<file path="src/rtl/dir_fill_stage.sv">
// ============================================================================
// Module   : dir_fill_stage
// Purpose  : Directional hole-fill candidates (0/45/90/135 deg) for flagged
//            disparity beats, with column tracking and a per-frame hole count.
//            Optional macro DIR_FILL_LEFT_EN builds the 0 deg last-good tracker.
// Revision : 1.0  initial release
// ============================================================================
`default_nettype none

module dir_fill_stage #(
   parameter int DWIDTH = 7,
   parameter int IMG_W  = 640,
   parameter int CNT_W  = 20
) (
   input  logic              clk,
   input  logic              rst,
   input  logic              clken,
   input  logic              enable,
   input  logic              frame_start,
   input  logic [DWIDTH+1:0] din,
   input  logic [DWIDTH+1:0] din_ur,
   input  logic [DWIDTH+1:0] din_up,
   input  logic [DWIDTH+1:0] din_ul,
   output logic [DWIDTH+1:0] dout_0,
   output logic [DWIDTH+1:0] dout_45,
   output logic [DWIDTH+1:0] dout_90,
   output logic [DWIDTH+1:0] dout_135,
   output logic              eol,
   output logic              valid,
   output logic [CNT_W-1:0]  hole_cnt
);

   localparam int                 c_col_w    = $clog2(IMG_W);
   localparam logic [c_col_w-1:0] c_last_col = c_col_w'(IMG_W - 1);
   localparam logic [CNT_W-1:0]   c_cnt_max  = {CNT_W{1'b1}};

   // combinational decode of the current beat
   logic                w_accept;
   logic [1:0]          w_flags;
   logic                w_good;
   logic [c_col_w-1:0]  w_col;
   logic                w_first;
   logic                w_last;
   logic [c_col_w-1:0]  w_col_next;
   logic [DWIDTH-1:0]   w_left;
   logic [DWIDTH-1:0]   w_fill_45;
   logic [DWIDTH-1:0]   w_fill_90;
   logic [DWIDTH-1:0]   w_fill_135;
   logic [DWIDTH+1:0]   w_d0;
   logic [DWIDTH+1:0]   w_d45;
   logic [DWIDTH+1:0]   w_d90;
   logic [DWIDTH+1:0]   w_d135;

   // pipeline state
   logic [c_col_w-1:0]  r_col;
   logic [CNT_W-1:0]    r_hole_cnt;
   logic [DWIDTH+1:0]   r_s1_0;
   logic [DWIDTH+1:0]   r_s1_45;
   logic [DWIDTH+1:0]   r_s1_90;
   logic [DWIDTH+1:0]   r_s1_135;
   logic                r_s1_eol;
   logic                r_s1_vld;
   logic [DWIDTH+1:0]   r_dout_0;
   logic [DWIDTH+1:0]   r_dout_45;
   logic [DWIDTH+1:0]   r_dout_90;
   logic [DWIDTH+1:0]   r_dout_135;
   logic                r_eol;
   logic                r_valid;

`ifdef DIR_FILL_LEFT_EN
   logic [DWIDTH-1:0]   r_last_good;
`endif

   always_comb begin
      w_accept   = clken & enable;
      w_flags    = din[DWIDTH+1:DWIDTH];
      w_good     = (w_flags == 2'b00);
      // a frame_start beat is forced to column 0 regardless of the counter
      w_col      = frame_start ? '0 : r_col;
      w_first    = (w_col == '0);
      w_last     = (w_col == c_last_col);
      w_col_next = w_last ? '0 : w_col + 1'b1;

`ifdef DIR_FILL_LEFT_EN
      w_left     = w_first ? '0 : r_last_good;
`else
      w_left     = '0;
`endif

      w_fill_45  = '0;
      w_fill_90  = '0;
      w_fill_135 = '0;
      if ((din_ur[DWIDTH+1:DWIDTH] == 2'b00) && !w_last)
         w_fill_45 = din_ur[DWIDTH-1:0];
      if (din_up[DWIDTH+1:DWIDTH] == 2'b00)
         w_fill_90 = din_up[DWIDTH-1:0];
      if ((din_ul[DWIDTH+1:DWIDTH] == 2'b00) && !w_first)
         w_fill_135 = din_ul[DWIDTH-1:0];

      if (w_good) begin
         w_d0   = din;
         w_d45  = din;
         w_d90  = din;
         w_d135 = din;
      end else begin
         w_d0   = {w_flags, w_left};
         w_d45  = {w_flags, w_fill_45};
         w_d90  = {w_flags, w_fill_90};
         w_d135 = {w_flags, w_fill_135};
      end
   end

   // column counter and hole counter
   always_ff @(posedge clk or negedge rst) begin
      if (!rst) begin
         r_col      <= '0;
         r_hole_cnt <= '0;
      end else if (w_accept) begin
         r_col <= w_col_next;
         if (frame_start)
            r_hole_cnt <= {{(CNT_W-1){1'b0}}, ~w_good};
         else if (!w_good && (r_hole_cnt != c_cnt_max))
            r_hole_cnt <= r_hole_cnt + 1'b1;
      end
   end

`ifdef DIR_FILL_LEFT_EN
   // w_left already carries the column-0 clear, so flagged beats keep it
   always_ff @(posedge clk or negedge rst) begin
      if (!rst)
         r_last_good <= '0;
      else if (w_accept)
         r_last_good <= w_good ? din[DWIDTH-1:0] : w_left;
   end
`endif

   always_ff @(posedge clk or negedge rst) begin
      if (!rst) begin
         r_s1_0     <= '0;
         r_s1_45    <= '0;
         r_s1_90    <= '0;
         r_s1_135   <= '0;
         r_s1_eol   <= 1'b0;
         r_s1_vld   <= 1'b0;
         r_dout_0   <= '0;
         r_dout_45  <= '0;
         r_dout_90  <= '0;
         r_dout_135 <= '0;
         r_eol      <= 1'b0;
         r_valid    <= 1'b0;
      end else if (w_accept) begin
         r_s1_0     <= w_d0;
         r_s1_45    <= w_d45;
         r_s1_90    <= w_d90;
         r_s1_135   <= w_d135;
         r_s1_eol   <= w_last;
         r_s1_vld   <= 1'b1;
         r_dout_0   <= r_s1_0;
         r_dout_45  <= r_s1_45;
         r_dout_90  <= r_s1_90;
         r_dout_135 <= r_s1_135;
         r_eol      <= r_s1_eol;
         r_valid    <= r_s1_vld;
      end
   end

   assign dout_0   = r_dout_0;
   assign dout_45  = r_dout_45;
   assign dout_90  = r_dout_90;
   assign dout_135 = r_dout_135;
   assign eol      = r_eol;
   assign valid    = r_valid;
   assign hole_cnt = r_hole_cnt;

endmodule

`default_nettype wire

</file>
<file path="config.mk">
export PLATFORM = sky130hd
export DESIGN_NAME = dir_fill_stage
export DESIGN_NICKNAME = d
export VERILOG_FILES = /design/src/rtl/dir_fill_stage.sv
export SDC_FILE = /design/constraint.sdc
export NUM_CORES = 1
export LEC_CHECK = 0
export BUFFER_PORTS_ARGS = -buffer_cell sky130_fd_sc_hd__clkbuf_2
export CAP_MARGIN = 20
export CORE_AREA = 2 2 141 109
export CTS_CLUSTER_DIAMETER = 60
export DETAILED_ROUTE_END_ITERATION = 10
export DIE_AREA = 0 0 143 111
export SETUP_SLACK_MARGIN = 0.1
export SYNTH_ARGS = -nofsm -noshare
export SYNTH_HDL_FRONTEND = slang
export SYNTH_SLANG_ARGS = --single-unit
</file>
<file path="constraint.sdc">
create_clock -name clk -period 2.1 [get_ports clk]
set_input_delay 0.105 -clock clk [delete_from_list [all_inputs] [get_ports clk]]
set_output_delay 0.105 -clock clk [all_outputs]
set_load 0.005 [all_outputs]
</file>
## Word-level counts from Yosys, hierarchy flattened

Index checks and enable logic that the tools add are counted.

| storage, ports and cells | value |
|---|---|
| word-level logic and storage cells | 44 |
| output and inout bits | 58 |
| flip-flop bits (word level) | 106 |
| input bits | 41 |

| operators by class | value |
|---|---|
| $add $sub $neg | 2 |
| reduce and logical (&&, ||, !) cells | 13 |
| bitwise logic cells | 2 |
| equal/unequal tests | 2 |
| mux-type cells | 11 |

Operators by type and width:

| kind | count |
|---|---|
| 7-bit two-way mux | 7 |
| 20-bit two-way mux | 2 |
| 20-bit by 1-bit adder with 20-bit output (second input constant) | 1 |
| 10-bit two-way mux | 2 |
| 20-bit != test (second input constant) | 1 |
| 10-bit by 1-bit adder with 10-bit output (second input constant) | 1 |
| 10-bit equality test (second input constant) | 1 |
| 10-bit logical NOT | 1 |
| 2-bit logical NOT | 4 |
| 1-bit logical AND | 3 |
| 1-bit logical NOT | 3 |
| 2-bit AND reduction | 1 |
| 2-bit nonzero test | 1 |
| 1-bit AND | 1 |
| 1-bit inverter | 1 |

## Depth between registers and ports, before layout

Gate-level depths: netlist of run 1.

| depth | value |
|---|---|
| word-level depth | 6 |
| depth in mapped cells | 8 |
| mapped depth without buffers | 7 |

## Least setup slack after synthesis of run 1

Ideal clock, no wire load.

| timing path | value |
|---|---|
| kind | reg-to-reg |
| start | reg r_hole_cnt[0], in the netlist hole_cnt[0] |
| end | reg r_hole_cnt[4], in the netlist hole_cnt[4] |
| required time | 1.976 ns |
| setup time | 0.124 ns |
| data arrival time | 1.840 ns |
| path buffers | 1 |
| slack | 0.136 ns |
| cell stages (with the launch flop) | 8 |
| clock period less this slack | 1.964 ns |
| cells stage by stage | dfrtp_1 > ha_1 > nand4_1 > nor4_4 > a211oi_2 > buf_6 > and3_4 > a211o_1 |

| on the way | value |
|---|---|
| cells in the longest elaborated chain, start to end | 4 |
| elaborated cells between the ends (all ways) | 7 |
| those cells by class | 1 x add/sub; 1 x eq/ne; 2 x mux; 3 x reduce/logical |

Ends and longest elaborated chain:

| what | RTL line | text |
|---|---|---|
| start: declaration | 56 | `logic [CNT_W-1:0] r_hole_cnt;` |
| start signal: assignment | 121 | `r_hole_cnt <= {{(CNT_W-1){1'b0}}, ~w_good};` |
| start signal: assignment | 123 | `r_hole_cnt <= r_hole_cnt + 1'b1;` |
| branches (longest 4 deep; another with 20-bit by 1-bit adder with 20-bit output) | n/a |  |

Several ways; the timed one is not identified. The select of a mux whose other input is x is not followed.
A chain may end at the register's enable or synchronous reset.

## Worst setup path after layout of run 1

| timing path | value |
|---|---|
| start | in din[8] |
| end | reg r_hole_cnt[10], in the netlist hole_cnt[10] |

| on the way | value |
|---|---|
| cells in the longest elaborated chain, start to end | 5 |

Ends and longest elaborated chain:

| what | RTL line | text |
|---|---|---|
| start: declaration | 20 | `input logic [DWIDTH+1:0] din,` |
| 2-bit logical NOT | 77 | `w_good = (w_flags == 2'b00);` |
| 1-bit logical NOT | 122 | `else if (!w_good && (r_hole_cnt != c_cnt_max))` |
| 1-bit logical AND | 122 |  |
| 2-bit nonzero test (no line) | n/a |  |
| 2-bit AND reduction (no line) | n/a |  |

No other way between the ends.

==> results of run 1 <==
## layout by cell type (no fill, tap or decap), types with 12 or more instances in the layout
cell and instances:
nand2_1 132, clkbuf_2 97, dfrtp_1 87, a221o_1 24, dlygate4sd3_1 22, buf_4 20
nor3_1 16, nor2_1 13, nand3_1 13, o21ai_0 12
## what timing repair did
item,4_1_cts,5_1_grt
pin swaps,1,4
hold buffers,22,0
resized for setup,2,13
endpoints found under the setup margin,16,23
setup buffers,2,4
gates cloned,0,0
endpoints found under the hold margin,58,0
## logic make-up (layout without fill, tap and decap cells)
family                   after synthesis  in the layout  share of synthesized area [%]
AND/OR/NAND/NOR                      220            220                           24.4
multiplexers                           4              4                          0.935
AO/OA/AOI/OAI                         81             81                           15.3
buffers and inverters                 33            167                           3.77
flip-flops                            94             94                           55.0
adder cells (fa/ha/maj)                2              2                          0.585
## cell type report
class | count | area [sq um] | share of cell area, %
Sequential cell | 94 | 2360 | 41.5
Multi-Input combinational cell | 307 | 1810 | 31.8
Inverter | 8 | 30.0 | 0.528
Clock buffer | 10 | 239 | 4.21
Clock inverter | 6 | 62.6 | 1.10
Tap cell | 205 | 256 | 4.51
Timing Repair Buffer | 143 | 927 | 16.3
## critical path, delay by kind of cell
| kind | cells | cell delay [ps] |
|---|---|---|
| AND/OR/NAND/NOR | 3 | 890 |
| AO/OA/AOI/OAI | 2 | 360 |
| buffers and inverters | 3 | 820 |
## synth_stat cells, types with 2 or more instances
cell	n
nand4_1	5
clkbuf_1	12
a21o_1	7
or2_2	2
a211o_1	8
o31ai_1	3
nand2b_1	2
a21oi_1	9
a221o_1	24
and3_2	7
ha_1	2
nor3_2	2
nand2_1	133
nor4_4	2
a31oi_1	2
nor2_1	13
nor3_1	17
buf_4	8
and3_1	9
o22ai_1	2
mux2i_1	4
buf_1	4
nor4_1	3
inv_1	8
dfrtp_1	94
and2_1	3
a221o_2	4
nand3_1	13
a2bb2oi_1	2
o21ai_0	12
## path summary, 6_finish.rpt
check	slack, ps	start	cells past startpoint	endpoint
min	10	din_ul[3]	2	r_s1_135[3]$_DFFE_PN0P_
max in group asynchronous	1190	rst	3	dout_90[3]$_DFFE_PN0P_
min in group asynchronous	280	rst	2	r_s1_90[5]$_DFFE_PN0P_
min reg2reg	470	r_s1_vld$_DFFE_PN0P_	2	valid$_DFFE_PN0P_
max reg2reg	170	hole_cnt[12]$_DFFE_PN0P_	6	hole_cnt[10]$_DFFE_PN0P_
max	160	din[8]	8	hole_cnt[10]$_DFFE_PN0P_
## state kept, by name, summed over array words and instances, names as in the netlist, 7 cells and up
register,flops
hole_cnt,20
r_s1_45,7
r_s1_0,9
r_s1_90,7
dout_90,7
r_s1_135,7
dout_135,7
dout_0,9
dout_45,7
r_col,10
## where the power goes
part	internal, mW	switching, mW	leakage [nW]	total [mW]
sequential	1.99	0.141	1.23	2.13
combinational	0.297	0.325	1.59	0.622
clock	0.866	0.753	0.148	1.62
## through the flow
stage / power, mW / utilization (%)
floorplan: 2.44 / -
global route: 4.61 / 38.7
finish: 4.37 / 38.7
CTS: 4.44 / 38.1
detailed placement: 2.74 / 34.4
global placement: 2.72 / 34.4
## layer usage
layer | track usage, % | up-vias | routed length (um)
met2 | 24.6 | 78 | 5620
met4 | 3.43 | 0 | 109
met3 | 4.45 | 10 | 475
met5 | 0 | - | 0
li1 | - | 1795 | -
met1 | 20.2 | 1875 | 5520
==> key figures, run 1 <==
Run status
  – Outcome: finished clean

Timing
  – Final setup fails: 0
  – Slew Limit Fails: 0
  – Layout Skew: 9.64 ps
  – Final Critical Period: 1940 ps
  – RSZ-0062 raised after global routing: yes
  – Maximum clock rate: 515 MHz
  – Max-Slew Margin vs Limit: 49.3%
  – Final hold vios: 0
  – Final setup TNS: 0 ps
  – Worst Max-Slew Pin Slew: 758 ps
  – Hold WS: 13.3 ps
  – Post-route setup slack: 157 ps
  – Period utilization: 92.5%

Floorplan
  – Core ar.: 14700 sq um
  – DIE AREA: 15900 sq um
  – Die Ht: 111 um
  – Initial Util: 29.1%
  – Standard-cell rows: 39
  – I/O Pins: 99
  – Chip width: 143 um

Critical path
  – Worst Path Max Fanout: 17
  – CP Launch Type: input pin
  – CP max stage delay: 530 ps
  – Crit. End Element: register
  – CP max stage cell: dlygate4sd3_1
  – CP Class: in2reg
  – Arrival @ worst endpoint: 2180 ps
  – CP Data Required Time: 2330 ps
  – Crit-path cells: dlygate4sd3_1 > clkbuf_2 > or2_2 > nand2_1 > a211oi_4 > buf_12 > and3_2 > a221o_2

CTS
  – Max H-tree Level: 3
  – Inserted Clock Buffers: 9
  – Number of clock sinks: 94
  – Bufs on Longest Clock Path: 2
  – Clock Latency Late Sink: 350 ps
  – Root Driver: clkbuf_16
  – Clk pin slew, worst setup/hold paths: 70 ps
  – TritonCTS clock tree: yes

Yosys
  – Register bit count reported by yosys: 94
  – Syn Inst Count: 434
  – Cell taking the most area after synthesis: dfrtp_1
  – Synth warn: 0
  – Number of enable flip-flop cells after synthesis: 0
  – Area share of the largest cell type after synthesis: 55.0%
  – Mapped Area: 4280 sq um
  – Sequential area share after synthesis: 55.0%
  – Commonest register cell after synthesis: dfrtp_1
  – Syn Nets: 477
  – Main area contributors after synthesis: dfrtp_1 (55%), nand2_1 (12%), a221o_1 (5.6%)
  – Post-synth cell types: 48
  – Asr flop ratio synth: 100%
  – Syn Area/Cell: 9.86 sq um

Power
  – Power Density: 769 nW/um^2
  – Leakage Power: 2.97 nW
  – Peak supply drop: 322 uV

Detailed routing
  – DRT Pass-1 Iters: 4
  – Final wirelength: 11700 um
  – 1st-iter DRT viols: 302
  – Antenna-violating nets left: 0
  – DR vias/cell: 4.86
  – Drt wl/cell: 15.2 um
  – DR DRC count: 0
  – Vias: 3758

Global route
  – Tot GR Track Use: 15.2%
  – Vias in the first global route: 3719
  – Initial antenna violation count: 0
  – Grt ovf: 0
  – Largest net degree at the start of global routing: 55
  – First-pass GRT wire length: 19000 um

Placement
  – Cells after DPL: 729
  – Routability Congestion: 0.832
  – DP Area: 5050 sq um
  – Port Buffers: 98
  – Setup WS pre-CTS: -115 ps
  – Dpl hpwl: 8210 um

Final layout
  – Fill cells: 1449
  – Area growth from synthesis to layout: 32.8%
  – Ant diodes: 0
  – Fin area: 5680 sq um
  – Post-route insts no fill: 773
  – Layout Nets: 606
  – Share of post-route cells with drive strength above 1: 30.6%

Min path
  – Hold Path Class: in2reg

Flow run
  – Max_cap viols: 0
No activity file was read; power rests on OpenSTA's default activity.
==> inputs of run 2 (changes only) <==
Clock period 2.1 ns to 1.8 ns, I/O delays scaled along.
==> run 2 against run 1 <==
Effect of this change:
- the flow now finishes with violations (negative setup slack)
- clock skew down 3.6 ps
- design area up 7.9%
- global-route usage up 1.5 points
- critical path type is now reg2reg
- sequential cell count unchanged
- cell count up 5.7%
- die area unchanged
- clock-buffer cell count up 2
- largest cell class unchanged
==> key figures, run 2 (synthesized netlist as in run 1, its figures left out) <==
Run status
  – Outcome: finished, violations left
  – Failing checks: negative setup slack

Floorplan
  – Initial Util: 29.1%
  – Standard-cell rows: 39
  – Chip width: 143 um
  – Core ar.: 14700 sq um
  – DIE AREA: 15900 sq um
  – Die Ht: 111 um
  – I/O Pins: 99

Global route
  – Initial antenna violation count: 0
  – GR Layer Usage met1: 22.4%
  – Global Route met3 Usage: 4.58%
  – Tot GR Track Use: 16.8%
  – Grt ovf: 0
  – First-pass GRT wire length: 20800 um
  – Largest net degree at the start of global routing: 50
  – Met2 usage: 26.3%
  – Vias in the first global route: 4005
  – Gr busiest metal: met2

CTS
  – TritonCTS clock tree: yes
  – Clk pin slew, worst setup/hold paths: 70 ps
  – Bufs on Longest Clock Path: 2
  – Max H-tree Level: 3
  – Inserted Clock Buffers: 9
  – Number of clock sinks: 94
  – Clock Latency Late Sink: 350 ps
  – Root Driver: clkbuf_16

Detailed routing
  – Antenna-violating nets left: 0
  – Vias: 3948
  – Final wirelength: 12800 um
  – DR DRC count: 0
  – DR vias/cell: 4.83
  – DRT Pass-1 Iters: 4
  – Drt wl/cell: 15.7 um
  – 1st-iter DRT viols: 286

Placement
  – Port Buffers: 98
  – Routability Congestion: 0.849
  – Dpl hpwl: 8770 um

Timing
  – RSZ-0062 raised after global routing: yes
  – Final setup fails: 15
  – Slew Limit Fails: 0
  – Final hold vios: 0
  – Final Critical Period: 1900 ps
  – Post-route setup slack: -97.5 ps
  – Period utilization: 105%
  – Worst Max-Slew Pin Slew: 512 ps
  – Hold WS: 16.5 ps
  – Max-Slew Margin vs Limit: 65.7%
  – Maximum clock rate: 527 MHz
  – Layout Skew: 6.06 ps

Critical path
  – Arrival @ worst endpoint: 2130 ps
  – Cell family with most CP delay: simple AND/OR/NAND/NOR gates
  – CP Data Required Time: 2030 ps
  – Crit. End Element: register
  – Crit-path cells: ha_2 > nand4_1 > nor4_4 > buf_6 > or3b_1 > a221o_1
  – Internal reg-to-reg setup slack: -100 ps
  – Worst Path Max Fanout: 7
  – CP Class: reg2reg
  – CP max stage delay: 370 ps
  – CP max stage cell: dfrtp_1
  – CP Launch Type: register
  – Worst Path Buf+Inv: 1

Final layout
  – Layout Nets: 650
  – Leading cell types in the layout, fill and taps excluded: nand2_1 (131), clkbuf_2 (97), dfrtp_1 (94), buf_4 (56), a221o_1 (24)
  – Post-layout util: 41.7%
  – Ant diodes: 0
  – Largest register FFs: 20
  – Share of post-route cells with drive strength above 1: 35.6%
  – Area growth from synthesis to layout: 43.3%
  – Most common cell after layout, fill and taps aside: nand2_1

Flow run
  – Max_cap viols: 0

Power
  – Leakage Power: 3.21 nW
  – Power Density: 860 nW/um^2
  – Peak supply drop: 418 uV

Min path
  – Hold Path Class: in2reg
==> run 2: path summary, 6_finish.rpt <==
check                                              from                       end  cells after the start
worst max-delay path            hole_cnt[1]$_DFFE_PN0P_  hole_cnt[12]$_DFFE_PN0P_                      6
worst min-delay path                          din_ur[6]    r_s1_45[6]$_DFFE_PN0P_                      2
worst max register to register  hole_cnt[1]$_DFFE_PN0P_  hole_cnt[12]$_DFFE_PN0P_                      6
worst min register to register  r_s1_135[4]$_DFFE_PN0P_   dout_135[4]$_DFFE_PN0P_                      2
max in group asynchronous                           rst   hole_cnt[1]$_DFFE_PN0P_                      3
min in group asynchronous                           rst     dout_0[6]$_DFFE_PN0P_                      2
==> run 2: power breakdown <==
| part | leakage, nW | total, mW | internal (mW) | switching, mW |
|---|---|---|---|---|
| Combinational | 1.82 | 0.817 | 0.399 | 0.418 |
| Sequential | 1.24 | 2.47 | 2.32 | 0.155 |
| Clock | 0.149 | 1.98 | 1.16 | 0.824 |
| Total | 3.21 | 5.27 | 3.88 | 1.40 |
==> run 2: area by class of cell <==
class / instances / area (sq um)
Tap cell: 205 / 256
Fill cell: 1446 / 8560
Timing Repair Buffer: 184 / 1240
Clock inverter: 4 / 55.1
Inverter: 8 / 30.0
Clock buffer: 12 / 256
Multi-Input combinational cell: 310 / 1940
Sequential cell: 94 / 2350
==> run 2: metrics by stage <==
stage / cells / TNS, ps / total power, mW / setup slack (ps) / cell area, sq um
floorplan: 434 / -1580 / 2.86 / -153 / 4290
global placement: 765 / -1660 / 3.21 / -146 / 5330
detailed placement: 765 / -2790 / 3.24 / -218 / 5330
CTS: 813 / -128 / 5.33 / -62.3 / 6060
global route: 817 / -2460 / 5.56 / -206 / 6130
finish: 817 / -852 / 5.27 / -97.5 / 6130
==> run 2: repair_timing <==
action | in CTS | in global routing
pin swaps | 9 | 20
resized for setup | 21 | 12
buffers inserted | 7 | 4
cloned | 3 | 0
setup endpoints to repair | 31 | 40
hold buffers | 22 | 0
hold endpoints to repair | 55 | 0
==> run 2: metal layers <==
layer / part of all wire [%] / vias up
li1: - / 1892
met1: 47 / 1954
met2: 47 / 86
met3: 4.7 / 16
met4: 1.5 / 0
met5: 0 / -
==> inputs of run 3 (changes only) <==
Settings changed: REMOVE_ABC_BUFFERS set to 1.
==> run 3 against run 2 <==
Effect of this change:
- the flow still finishes with violations (negative setup slack)
- design area up 1.4%
- global-route usage down 0.89 points
- sequential cell count unchanged
- power down 2.0%
- sequential power about the same
- combinational power up 14%
- utilization up 0.59 points
- critical path depth unchanged
- clock-buffer cell count down 2
- fmax up 4.3%
- setup slack better by 78 ps
- largest cell class unchanged
- largest power group unchanged
==> key figures, run 3 (synthesized netlist as in run 1, its figures left out) <==
Run status
  – Outcome: finished, violations left
  – Failing checks: negative setup slack

Timing
  – RSZ-0062 raised after global routing: yes
  – Slew Limit Fails: 0
  – Period utilization: 101%
  – Post-route setup slack: -19.6 ps
  – Maximum clock rate: 550 MHz
  – Layout Skew: 5.95 ps
  – Worst Max-Slew Pin Slew: 779 ps
  – Final setup TNS: -33.0 ps
  – Max-Slew Margin vs Limit: 47.7%
  – Final setup fails: 4
  – Final hold vios: 0
  – Final Critical Period: 1820 ps

CTS
  – Clk pin slew, worst setup/hold paths: 70 ps
  – Clock Latency Late Sink: 340 ps
  – Max H-tree Level: 3
  – Bufs on Longest Clock Path: 2
  – Number of clock sinks: 94
  – Root Driver: clkbuf_16
  – TritonCTS clock tree: yes
  – Inserted Clock Buffers: 9

Global route
  – Tot GR Track Use: 15.9%
  – Grt ovf: 0
  – Global Route met3 Usage: 5.10%
  – Met2 usage: 24.0%
  – Gr busiest metal: met2
  – Vias in the first global route: 3921
  – GR Layer Usage met1: 21.7%
  – First-pass GRT wire length: 19900 um
  – Largest net degree at the start of global routing: 49
  – Initial antenna violation count: 0

Critical path
  – CP Class: reg2reg
  – CP Data Required Time: 2020 ps
  – Arrival @ worst endpoint: 2040 ps
  – Worst Path Max Fanout: 5
  – Crit. End Element: register
  – CP Launch Type: register

Final layout
  – Post-route insts no fill: 821
  – Share of post-route cells with drive strength above 1: 38.0%
  – Most common cell after layout, fill and taps aside: nand2_1
  – Leading cell types in the layout, fill and taps excluded: nand2_1 (130), clkbuf_2 (97), dfrtp_1 (94), buf_4 (58), a221o_1 (24)
  – Layout Nets: 654
  – Largest register FFs: 20
  – Area growth from synthesis to layout: 45.3%
  – Fin area: 6220 sq um
  – Fill cells: 1431
  – Ant diodes: 0

Floorplan
  – Core ar.: 14700 sq um
  – I/O Pins: 99
  – Chip width: 143 um
  – DIE AREA: 15900 sq um
  – Initial Util: 29.1%
  – Standard-cell rows: 39
  – Die Ht: 111 um

Placement
  – Port Buffers: 98
  – Dpl hpwl: 8280 um
  – Cells after DPL: 767
  – Routability Congestion: 0.812
  – DP Area: 5350 sq um

Detailed routing
  – Antenna-violating nets left: 0
  – 1st-iter DRT viols: 270
  – DRT Pass-1 Iters: 4
  – DR DRC count: 0
  – Vias: 3916
  – Drt wl/cell: 15.1 um
  – DR vias/cell: 4.77
  – Final wirelength: 12400 um

Power
  – Net switching power figure: 1.43 mW
  – Clock power share: 34.6%
  – P_int: 3.73 mW
  – Peak supply drop: 427 uV
  – Leakage Power: 3.26 nW
  – Switching Share: 27.8%
  – Comb pwr share: 18.0%
  – Power Density: 831 nW/um^2
  – Seq pwr share: 47.4%

Min path
  – Hold Path Class: in2reg

Flow run
  – Max_cap viols: 0
[run 3: cell types whose count changed in the layout (fill, tap and decap cells not counted), moves of 2 or more]
cell | before | now
buf_4 | 56 | 58
buf_6 | 7 | 10
clkbuf_8 | 2 | 0
clkinv_2 | 0 | 2
inv_6 | 0 | 3
nand2_4 | 0 | 2
nor3_1 | 15 | 13
nor3_2 | 3 | 5
[run 3: metal layers]
| layer | wire length (um) | part of all wire [%] |
|---|---|---|
| met5 | 0 | 0 |
| met4 | 104 | 0.84 |
| met3 | 504 | 4.1 |
| met2 | 5790 | 47 |
| met1 | 5980 | 48 |
[run 3: layout make-up]
| class | instances | area, sq um | area share [%] |
|---|---|---|---|
| timing repair buffer | 190 | 1310 | 21.1 |
| clock inverter | 6 | 45.0 | 0.724 |
| multi-input combinational | 308 | 1990 | 32.0 |
| clock buffer | 10 | 229 | 3.68 |
| inverter | 8 | 30.0 | 0.483 |
| sequential | 94 | 2350 | 37.8 |
| tap | 205 | 256 | 4.12 |
[run 3: worst paths after layout]
check                      slack (ps)                    start                  endpoint  cells past startpoint
max                               -20  hole_cnt[1]$_DFFE_PN0P_  hole_cnt[12]$_DFFE_PN0P_                      6
min                                10                   din[7]     r_s1_0[7]$_DFFE_PN0P_                      3
max reg2reg                       -20  hole_cnt[1]$_DFFE_PN0P_  hole_cnt[12]$_DFFE_PN0P_                      6
min reg2reg                       470    r_s1_0[4]$_DFFE_PN0P_     dout_0[4]$_DFFE_PN0P_                      2
max in group asynchronous         870                      rst   dout_135[4]$_DFFE_PN0P_                      3
min in group asynchronous         290                      rst     dout_0[4]$_DFFE_PN0P_                      2
[run 3: timing repair]
item | CTS | global route
endpoints found under the setup margin | 30 | 27
setup buffers | 2 | 13
endpoints found under the hold margin | 62 | 0
hold buffers | 22 | 0
pin swaps | 14 | 30
gates cloned | 1 | 0
resized for setup | 16 | 35
[run 3: worst max-delay path, cell delays in order (launching register included)]
cell and delay (ps):
dfrtp_1 360, ha_2 180, nand4_1 120, nor4_4 170, buf_6 170, or3b_4 390
a221o_1 310
[run 3: power by group through the flow]
stage	registers, mW	clock network [mW]	logic (mW)
final	2.45	1.79	0.930
after global routing	2.47	1.93	1.03
after CTS	2.45	1.84	0.864
after detailed placement	2.49	0	0.796
after global placement	2.48	0	0.773
after floorplan	2.51	0	0.300
[run 3: metrics by stage]
step	hold slack (ps)	setup slack [ps]	total power, mW	util, %
after CTS	3.53	-144	5.15	40.6
after global placement	136	-86.1	3.25	36.4
after detailed placement	148	-152	3.28	36.4
final	13.4	-19.6	5.17	42.3
after global routing	12.6	-117	5.44	42.3
after floorplan	-206	-459	2.81	-
